### config.mk
export PLATFORM = sky130hd
export DESIGN_NAME = pc_sequencer
export DESIGN_NICKNAME = d
export VERILOG_FILES = /design/src/rtl/pc_sequencer.sv
export SDC_FILE = /design/constraint.sdc
export NUM_CORES = 1
export LEC_CHECK = 0
export CORE_MARGIN = 10
export CORE_UTILIZATION = 46
export CTS_CLUSTER_SIZE = 10
export DETAILED_ROUTE_END_ITERATION = 16
export PLACE_DENSITY = 0.75
export SETUP_SLACK_MARGIN = 0.15
export SLEW_MARGIN = 20
export SYNTH_ARGS = -nofsm -noshare
export SYNTH_HDL_FRONTEND = slang
export SYNTH_SLANG_ARGS = --single-unit
### constraint.sdc
create_clock -name clk -period 4 [get_ports clk]
set_input_delay 0.6 -clock clk [delete_from_list [all_inputs] [get_ports clk]]
set_output_delay 0.6 -clock clk [all_outputs]
set_load 0.02 [all_outputs]
### src/rtl/pc_sequencer.sv
// pc_sequencer: next-address controller for the fetch-stage PC register.
// Picks the next PC among reset, sequential, branch, jump, exception and
// exception-return sources. A redirect that arrives during a stall is held
// until the stall clears. All outputs are registered.
module pc_sequencer #(
    parameter logic [31:0] RESET_VECTOR = 32'h0000_3000,
    parameter logic [31:0] EXC_VECTOR   = 32'h0000_4180
) (
    input  logic        clk,
    input  logic        reset,
    input  logic [31:0] pc,
    input  logic        stall,
    input  logic        br_valid,
    input  logic [31:0] br_target,
    input  logic        jmp_valid,
    input  logic [31:0] jmp_target,
    input  logic        exc_req,
    input  logic        eret,
    output logic [31:0] addr,
    output logic [2:0]  PC_Write,
    output logic        flush,
    output logic        pending,
    output logic [31:0] epc
);

    localparam int unsigned AW  = 32;
    localparam int unsigned PWW = 3;

    localparam logic [PWW-1:0] PCW_LOAD = 3'b111;
    localparam logic [PWW-1:0] PCW_HOLD = 3'b000;
    localparam logic [AW-1:0]  PC_STEP  = 32'd4;
    localparam logic [AW-1:0]  ALIGN_MASK = 32'hFFFF_FFFC;

    typedef enum logic [1:0] {
        ST_BOOT = 2'd0,
        ST_RUN  = 2'd1,
        ST_PEND = 2'd2,
        ST_EXC  = 2'd3
    } state_e;

    state_e         state_q, state_d;
    logic [AW-1:0]  addr_q, addr_d;
    logic [PWW-1:0] pcw_q, pcw_d;
    logic           flush_q, flush_d;
    logic           pending_q, pending_d;
    logic [AW-1:0]  epc_q, epc_d;
    logic [AW-1:0]  tgt_q, tgt_d;

    logic           redir_req;
    logic [AW-1:0]  redir_tgt;
    logic [AW-1:0]  seq_addr;

    // Highest-priority non-exception redirect: eret > branch > jump, word-aligned.
    always_comb begin
        redir_req = eret | br_valid | jmp_valid;
        if (eret) begin
            redir_tgt = epc_q & ALIGN_MASK;
        end else if (br_valid) begin
            redir_tgt = br_target & ALIGN_MASK;
        end else begin
            redir_tgt = jmp_target & ALIGN_MASK;
        end
        seq_addr = AW'(pc + PC_STEP);
    end

    // Next-state and next-output selection.
    always_comb begin
        state_d   = state_q;
        addr_d    = pc;
        pcw_d     = PCW_HOLD;
        flush_d   = 1'b0;
        pending_d = pending_q;
        epc_d     = epc_q;
        tgt_d     = tgt_q;

        case (state_q)
            ST_BOOT: begin
                addr_d  = RESET_VECTOR;
                pcw_d   = PCW_LOAD;
                state_d = ST_RUN;
            end

            ST_RUN: begin
                if (exc_req) begin
                    addr_d    = EXC_VECTOR;
                    pcw_d     = PCW_LOAD;
                    flush_d   = 1'b1;
                    epc_d     = pc;
                    pending_d = 1'b0;
                    state_d   = ST_EXC;
                end else if (redir_req) begin
                    if (stall) begin
                        tgt_d     = redir_tgt;
                        pending_d = 1'b1;
                        state_d   = ST_PEND;
                    end else begin
                        addr_d  = redir_tgt;
                        pcw_d   = PCW_LOAD;
                        flush_d = 1'b1;
                    end
                end else if (!stall) begin
                    addr_d = seq_addr;
                    pcw_d  = PCW_LOAD;
                end
            end

            ST_PEND: begin
                // The first held redirect wins; newer redirects are dropped.
                if (exc_req) begin
                    addr_d    = EXC_VECTOR;
                    pcw_d     = PCW_LOAD;
                    flush_d   = 1'b1;
                    epc_d     = pc;
                    pending_d = 1'b0;
                    tgt_d     = '0;
                    state_d   = ST_EXC;
                end else if (!stall) begin
                    addr_d    = tgt_q;
                    pcw_d     = PCW_LOAD;
                    flush_d   = 1'b1;
                    pending_d = 1'b0;
                    state_d   = ST_RUN;
                end
            end

            ST_EXC: begin
                // Drain cycle: keep the IF/ID stage killed, ignore requests.
                flush_d = 1'b1;
                state_d = ST_RUN;
            end

            default: begin
                state_d = ST_BOOT;
            end
        endcase
    end

    // State and output registers, asynchronously cleared.
    always_ff @(posedge clk or negedge reset) begin
        if (!reset) begin
            state_q   <= ST_BOOT;
            addr_q    <= RESET_VECTOR;
            pcw_q     <= PCW_HOLD;
            flush_q   <= 1'b0;
            pending_q <= 1'b0;
            epc_q     <= '0;
            tgt_q     <= '0;
        end else begin
            state_q   <= state_d;
            addr_q    <= addr_d;
            pcw_q     <= pcw_d;
            flush_q   <= flush_d;
            pending_q <= pending_d;
            epc_q     <= epc_d;
            tgt_q     <= tgt_d;
        end
    end

    assign addr     = addr_q;
    assign PC_Write = pcw_q;
    assign flush    = flush_q;
    assign pending  = pending_q;
    assign epc      = epc_q;

endmodule

==> results.toml <==
[status]
run_status = "finished, final reports clean"

[pwr]
p_per_area_nw_per_um2 = 717
power_uw = 5650
ir_drop_v = 0.000343
power_leakage_uw = 0.00326

[clock_network]
insertion_delay_ps = 360
post_cts_resized = 0
hold_buffers = 0
cts_setup_buffers = 0
clkTransAtPathRegs_ps = 70
htree_levels = 3
cts_made_buffers = 9
cts_root_buf = "clkbuf_16"
tritoncts = "built"
cts.sinks = 99
cts.path.max_buffers = 2

[synth]
synth_warnings = 0
synthArstFlopShare_pct = 100
syn_area_um2 = 5800
synth_edf_count = 0
ys_ff_latch = 99
ys_seq_area_share_pct = 42.8
synthCells = 601
ys.flop_type = "dfrtp_1"
avgSynthCellArea_um2 = 9.65
syn_nets = 710
yosysUniqueCellTypes = 68

[placed_design]
post-dp-hpwl_um = 14400
place_congestion = 0.912
placed_area_um2 = 7570
placed_cells = 909
port_buffers = 167

[timing]
fin_tns_setup_ps = 0
slew_viol_final = 0
fmax_mhz = 350
grt_setup_unrepaired = "no"
relSlewSlack_pct = 41.5
setup_viol = 0
worstMarginPinSlew_ps = 878
period_share_pct = 71.3
skew_ps = 6.66
hold_violations = 0
period_needed_ps = 2850

[critical_path]
r2r-start = "state_q[0]$_DFFE_PN0P_"
critPathKind = "in -> reg"
crit_chain = "clkdlybuf4s50_1 -> ha_1 -> and4b_1 -> nand3_4 -> nor4_1 -> a311oi_1 -> o32a_1"
crit_arrival_ps = 3100
crit_fanout = 10
crit_path_end_kind = "flip-flop"
reg2reg_depth = 7
rrSetupSlack_ps = 1390
crit_path_top_delay_cell = "clkdlybuf4s50_1"
cp_slowest_stage_delay_ps = 560
regToRegEndpoint = "addr[16]$_DFF_PN0_"
required_ps = 4240
startpoint_type = "primary input"

[floorplan]
start_util_pct = 47.7
die-width_um = 132
io_pins = 172
die_h_um = 132
fp.coreArea_um2 = 12200
die_area_um2 = 17500
fp-row-count = 40

[final_layout]
final_common_cell = "clkdlybuf4s50_1"
syn2layout_area_growth_pct = 35.8
nets = 861
layout-drive-gt1-share_pct = 12.2
fin_cells = 925
num_antenna_cells = 0
design_area_um2 = 7870
fin_util_pct = 64.7
final_cell_mix = "clkdlybuf4s50_1 (164), dfrtp_1 (97), o21ai_0 (68)"

[routing]
avgViaCountPerCell = 5.98
dr.pass1.iters = 5
vias = 5533
wl_per_cell_um = 21.4
drt_iter0_drc = 529
drc_errors = 0
wirelength_um = 19800
ant_nets = 0

[grt]
grt_usage_pct = 22.2
antenna_found_initial = 0
overflow = 0
grt_pass1_wl_um = 31400
grt_max_degree = 84
grt_pass1_vias = 5792

[hold_path]
hold_path.class = "in -> async"

[flow_run]
maxCapViolations = 0
-- flip-flops by register name, indices dropped and copies added, names as in the netlist --
register	cells
addr	32
epc	32
tgt_q	30
state_q	2
PC_Write	1
flush	1
pending	1
-- cells in the mapped netlist, drive strengths merged (8+ instances only) --
master,n,area share (%)
dfrtp,97,42
o21ai,71,6.1
nand2,66,4.3
mux2,44,8.5
mux2i,36,6.2
nor2,36,2.3
a21oi,29,2.5
buf,25,2.6
clkbuf,19,1.2
nand3,14,1.6
and3,12,1.3
a22oi,11,1.4
a22o,10,1.5
inv,9,0.58
nand4,9,1.1
a31oi,8,0.86
nor4,8,1.2
-- metrics by stage --
stage	hold slack [ps]	worst slack (ps)
floorplan	304	1950
global placement	461	961
detailed placement	471	900
CTS	464	1260
global route	353	1100
finish	279	1150
-- cells by family after synthesis --
family	after synthesis	share of synthesized area, %
xor gates and xnor gates	1	0.151
buffers and inverters	53	4.45
and+or+nand+nor	177	15.8
muxes	80	14.8
AOI/OAI and AO/OA	185	20.7
adders and majority gates	6	1.30
DFF	99	42.8
-- layout make-up --
type | instances | area, um^2
Sequential cell | 99 | 2480
Multi-Input combinational cell | 449 | 3060
Inverter | 9 | 33.8
Clock buffer | 10 | 229
Fill cell | 1000 | 4290
Clock inverter | 6 | 66.3
Timing Repair Buffer | 184 | 1790
Tap cell | 168 | 210
-- routing by layer --
layer | wire (um) | GRT usage [%] | vias to the layer above
met5 | 0 | 0 | -
met4 | 345 | 9.11 | 0
met3 | 1640 | 6.06 | 30
met2 | 9700 | 36.6 | 272
met1 | 8060 | 26.7 | 2682
li1 | - | - | 2549
-- power by group --
group          leakage, uW  total, uW  internal [uW]  switching, uW
clock             0.000135        881            485            396
sequential         0.00121       1780           1500            273
combinational      0.00191       2990           1320           1670
total              0.00326       5650           3310           2340
-- worst max path at each step --
stage	slack [ps]	startpoint	to
global placement	960	pc[2]	addr[24]$_DFF_PN0_
floorplan	1950	pc[2]	addr[28]$_DFF_PN0_
CTS	1260	pc[2]	addr[24]$_DFF_PN0_
global route	1100	stall	addr[22]$_DFF_PN0_
detailed placement	900	pc[2]	addr[24]$_DFF_PN0_
finish	1150	pc[2]	addr[24]$_DFF_PN0_
-- critical path, delay by kind of cell --
family          cells  cell delay (ps)
fa+ha+maj           1              220
simple gates        3             1150
compound gates      2              550
buf+inv             1              560
No activity file was read; power rests on OpenSTA's default activity.
==> edit: new RTL, config.mk and constraints unchanged <==
Register the inputs `br_target` and `jmp_target` before use, without a reset. The logic sees them one clock later. The other inputs are not delayed to match.
--- a/src/rtl/pc_sequencer.sv
+++ b/src/rtl/pc_sequencer.sv
@@ -38,6 +38,14 @@
         ST_EXC  = 2'd3
     } state_e;
 
+    logic [31:0] br_target_q;
+    logic [31:0] jmp_target_q;
+
+    always_ff @(posedge clk) begin
+        br_target_q  <= br_target;
+        jmp_target_q <= jmp_target;
+    end
+
     state_e         state_q, state_d;
     logic [AW-1:0]  addr_q, addr_d;
     logic [PWW-1:0] pcw_q, pcw_d;
@@ -56,9 +64,9 @@
         if (eret) begin
             redir_tgt = epc_q & ALIGN_MASK;
         end else if (br_valid) begin
-            redir_tgt = br_target & ALIGN_MASK;
+            redir_tgt = br_target_q & ALIGN_MASK;
         end else begin
-            redir_tgt = jmp_target & ALIGN_MASK;
+            redir_tgt = jmp_target_q & ALIGN_MASK;
         end
         seq_addr = AW'(pc + PC_STEP);
     end
Behaviour: not the same (Yosys sat finds a counterexample within 4 cycles, from zero or initial values and one cycle with reset low).
==> edit against the original RTL <==
- routed wire length rose by 16%
- maximum frequency rose by 2.9%
- critical endpoint is now addr[26]$_DFF_PN0_
- highest routed layer unchanged
- power rose by 24%
- sequential power rose by 35%
- global-route usage fell by 0.39 points
- register-to-register slack got worse by 0.14 ns
- cell area rose by 21%
- area after synthesis rose by 23%
- sequential cell count rose by 60
- setup slack improved by 0.082 ns
- count of clock-buffer cells in the layout rose by 8
==> edit: results (changes against the original RTL) <==
Power
  • Power Internal: 4.36 mW (+32%)
  • Max VDD drop: 374 uV (+9.1%)
  • Leak pwr: 3.97 nW (+22%)

Critical path
  • CP Data Arrival Time: 3.09 ns (about the same)
  • Worst Path Max Fanout: 7 (-3)
  • Reg-to-reg slack, setup: 1.25 ns (-0.14 ns)

Routing
  • Vias/cell: 5.93 (-0.79%)
  • Iteration-0 DRC Markers: 717 (+36%)
  • Post-Route WL: 22.9 mm (+16%)
  • Router iterations before antenna repair: 6 (+1)

Clock network
  • CTS H-tree depth: 4 (+1)
  • Worst skew pair latency: 0.42 ns (+0.06 ns)
  • CTS buffer count: 17 (+8)

STA
  • Worst Tran Pin Value: 0.837 ns (-0.0410 ns)
  • Clock skew: 0.00574 ns (-0.000913 ns)
  • Hold Worst Slack: 0.0521 ns (-0.227 ns)

Yosys
  • Mux contribution to synthesized area: 10.9% (-3.9 points)
  • Compound-gate portion of the synthesized area: 17.6% (-3.2 points)
  • Mapped Cells: 694 (+15%)
  • Ys async rst share: 62.3% (-38 points)
  • Commonest cells post-synth: 97 x dfrtp_1, 76 x nand2_1, 60 x dfxtp_1, 59 x o21ai_0, 39 x mux2_2
  • Synth top area cells: dfrtp_1 34%, dfxtp_1 17%, mux2_2 6.2%
  • Post-synthesis sequential area ratio: 51.7% (+8.9 points)
  • Net Count, Synth: 803 (+13%)
  • Post-synthesis xor/xnor area fraction: 0.860% (+0.71 points)
  • Distinct cell type count after synthesis: 65 (-4.4%)
  • Post-synthesis adder-cell area fraction: 1.05% (-0.24 points)

Run status
  • Outcome: finished, final reports clean

Placement
  • Dpl cell area: 8940 um2 (+18%)
  • Routability cong.: 0.938 (+2.8%)
  • # port buffers: 167 (unchanged)
  • Dpl hpwl: 16.7 mm (+16%)

GRT
  • Vias in the first global route: 6,194 (+6.9%)
  • Largest net degree at the start of global routing: 46 (-45%)
  • Gr usage total: 21.8% (-0.39 points)
  • First-pass GRT wire length: 35.0 mm (+11%)

Cells and area
  • Net count reported at finish: 955 (+11%)
  • Share of post-route cells with drive strength above 1: 12.3% (+0.19 points)
  • Fill cell count: 1,233 (+23%)
  • Layout Cells excl Fill: 1,047 (+13%)

Hold path
  • Hold WC Path Type: input port to async pin
[edit: cell count changes in the layout (fill, tap and decap cells not counted), moves of 6 or more]
cell       delta
a222oi_1      +6
a22o_1        -9
and3_1        -7
clkbuf_16     +9
dfxtp_1      +60
nand2_1      +10
nand2b_1     +11
nand4_1       +6
nor3_1        +9
o21ai_0       -9
o31ai_1      +23
[edit: final timing paths]
kind	startpoint	end	depth (start not counted)
hold / removal	reset	flush$_DFF_PN0_	1
setup / recovery	pc[10]	addr[26]$_DFF_PN0_	6
min in group clk	tgt_q[11]$_DFFE_PN0P_	tgt_q[11]$_DFFE_PN0P_	2
setup reg to reg	state_q[1]$_DFFE_PN0P_	addr[29]$_DFF_PN0_	8
hold reg to reg	tgt_q[11]$_DFFE_PN0P_	tgt_q[11]$_DFFE_PN0P_	2
max in group asynchronous	reset	tgt_q[17]$_DFFE_PN0P_	2
[edit: logic make-up after synthesis]
| logic type | Yosys count |
|---|---|
| AND/OR/NAND/NOR | 197 |
| AO/OA/AOI/OAI | 189 |
| flip-flops | 159 |
| multiplexers | 72 |
| buffers and inverters | 64 |
| XOR/XNOR | 7 |
| adder cells (fa/ha/maj) | 6 |
[edit: metal layers]
layer / global-route usage (%) / vias up / wire [um]
met2: 33.4 / 322 / 10600
met3: 7.81 / 32 / 2460
met5: 0 / - / 0
met1: 28.1 / 3009 / 9530
li1: - / 2850 / -
met4: 6.97 / 0 / 350
[edit: power groups by stage]
stage / registers (mW) / logic, mW / clock network (mW)
detailed placement: 2.43 / 3.03 / 0
finish: 2.41 / 3.03 / 1.58
global route: 2.48 / 3.26 / 1.67
global placement: 2.41 / 2.97 / 0
floorplan: 2.80 / 1.29 / 0
CTS: 2.41 / 3.04 / 1.60
[edit: area by class of cell]
cell class	instances	area share, %
clock buffer	18	4.73
multi-input combinational	471	33.3
tap	188	2.47
clock inverter	14	1.33
timing repair buffer	184	19.0
sequential	159	38.7
inverter	13	0.513
[edit: per-stage QoR]
step | setup WS, ns | utilization (%)
global placement | 0.927 | 58.8
detailed placement | 0.864 | 58.8
finish | 1.23 | 62.6
floorplan | 1.78 | -
global route | 1.13 | 62.6
CTS | 1.29 | 62.6
[edit: critical path: stages]
cell,delay [ns]
clkdlybuf4s50_1,0.62
nand4_1,0.38
nor4_2,0.77
nand4_1,0.26
mux2i_1,0.18
o31ai_1,0.26
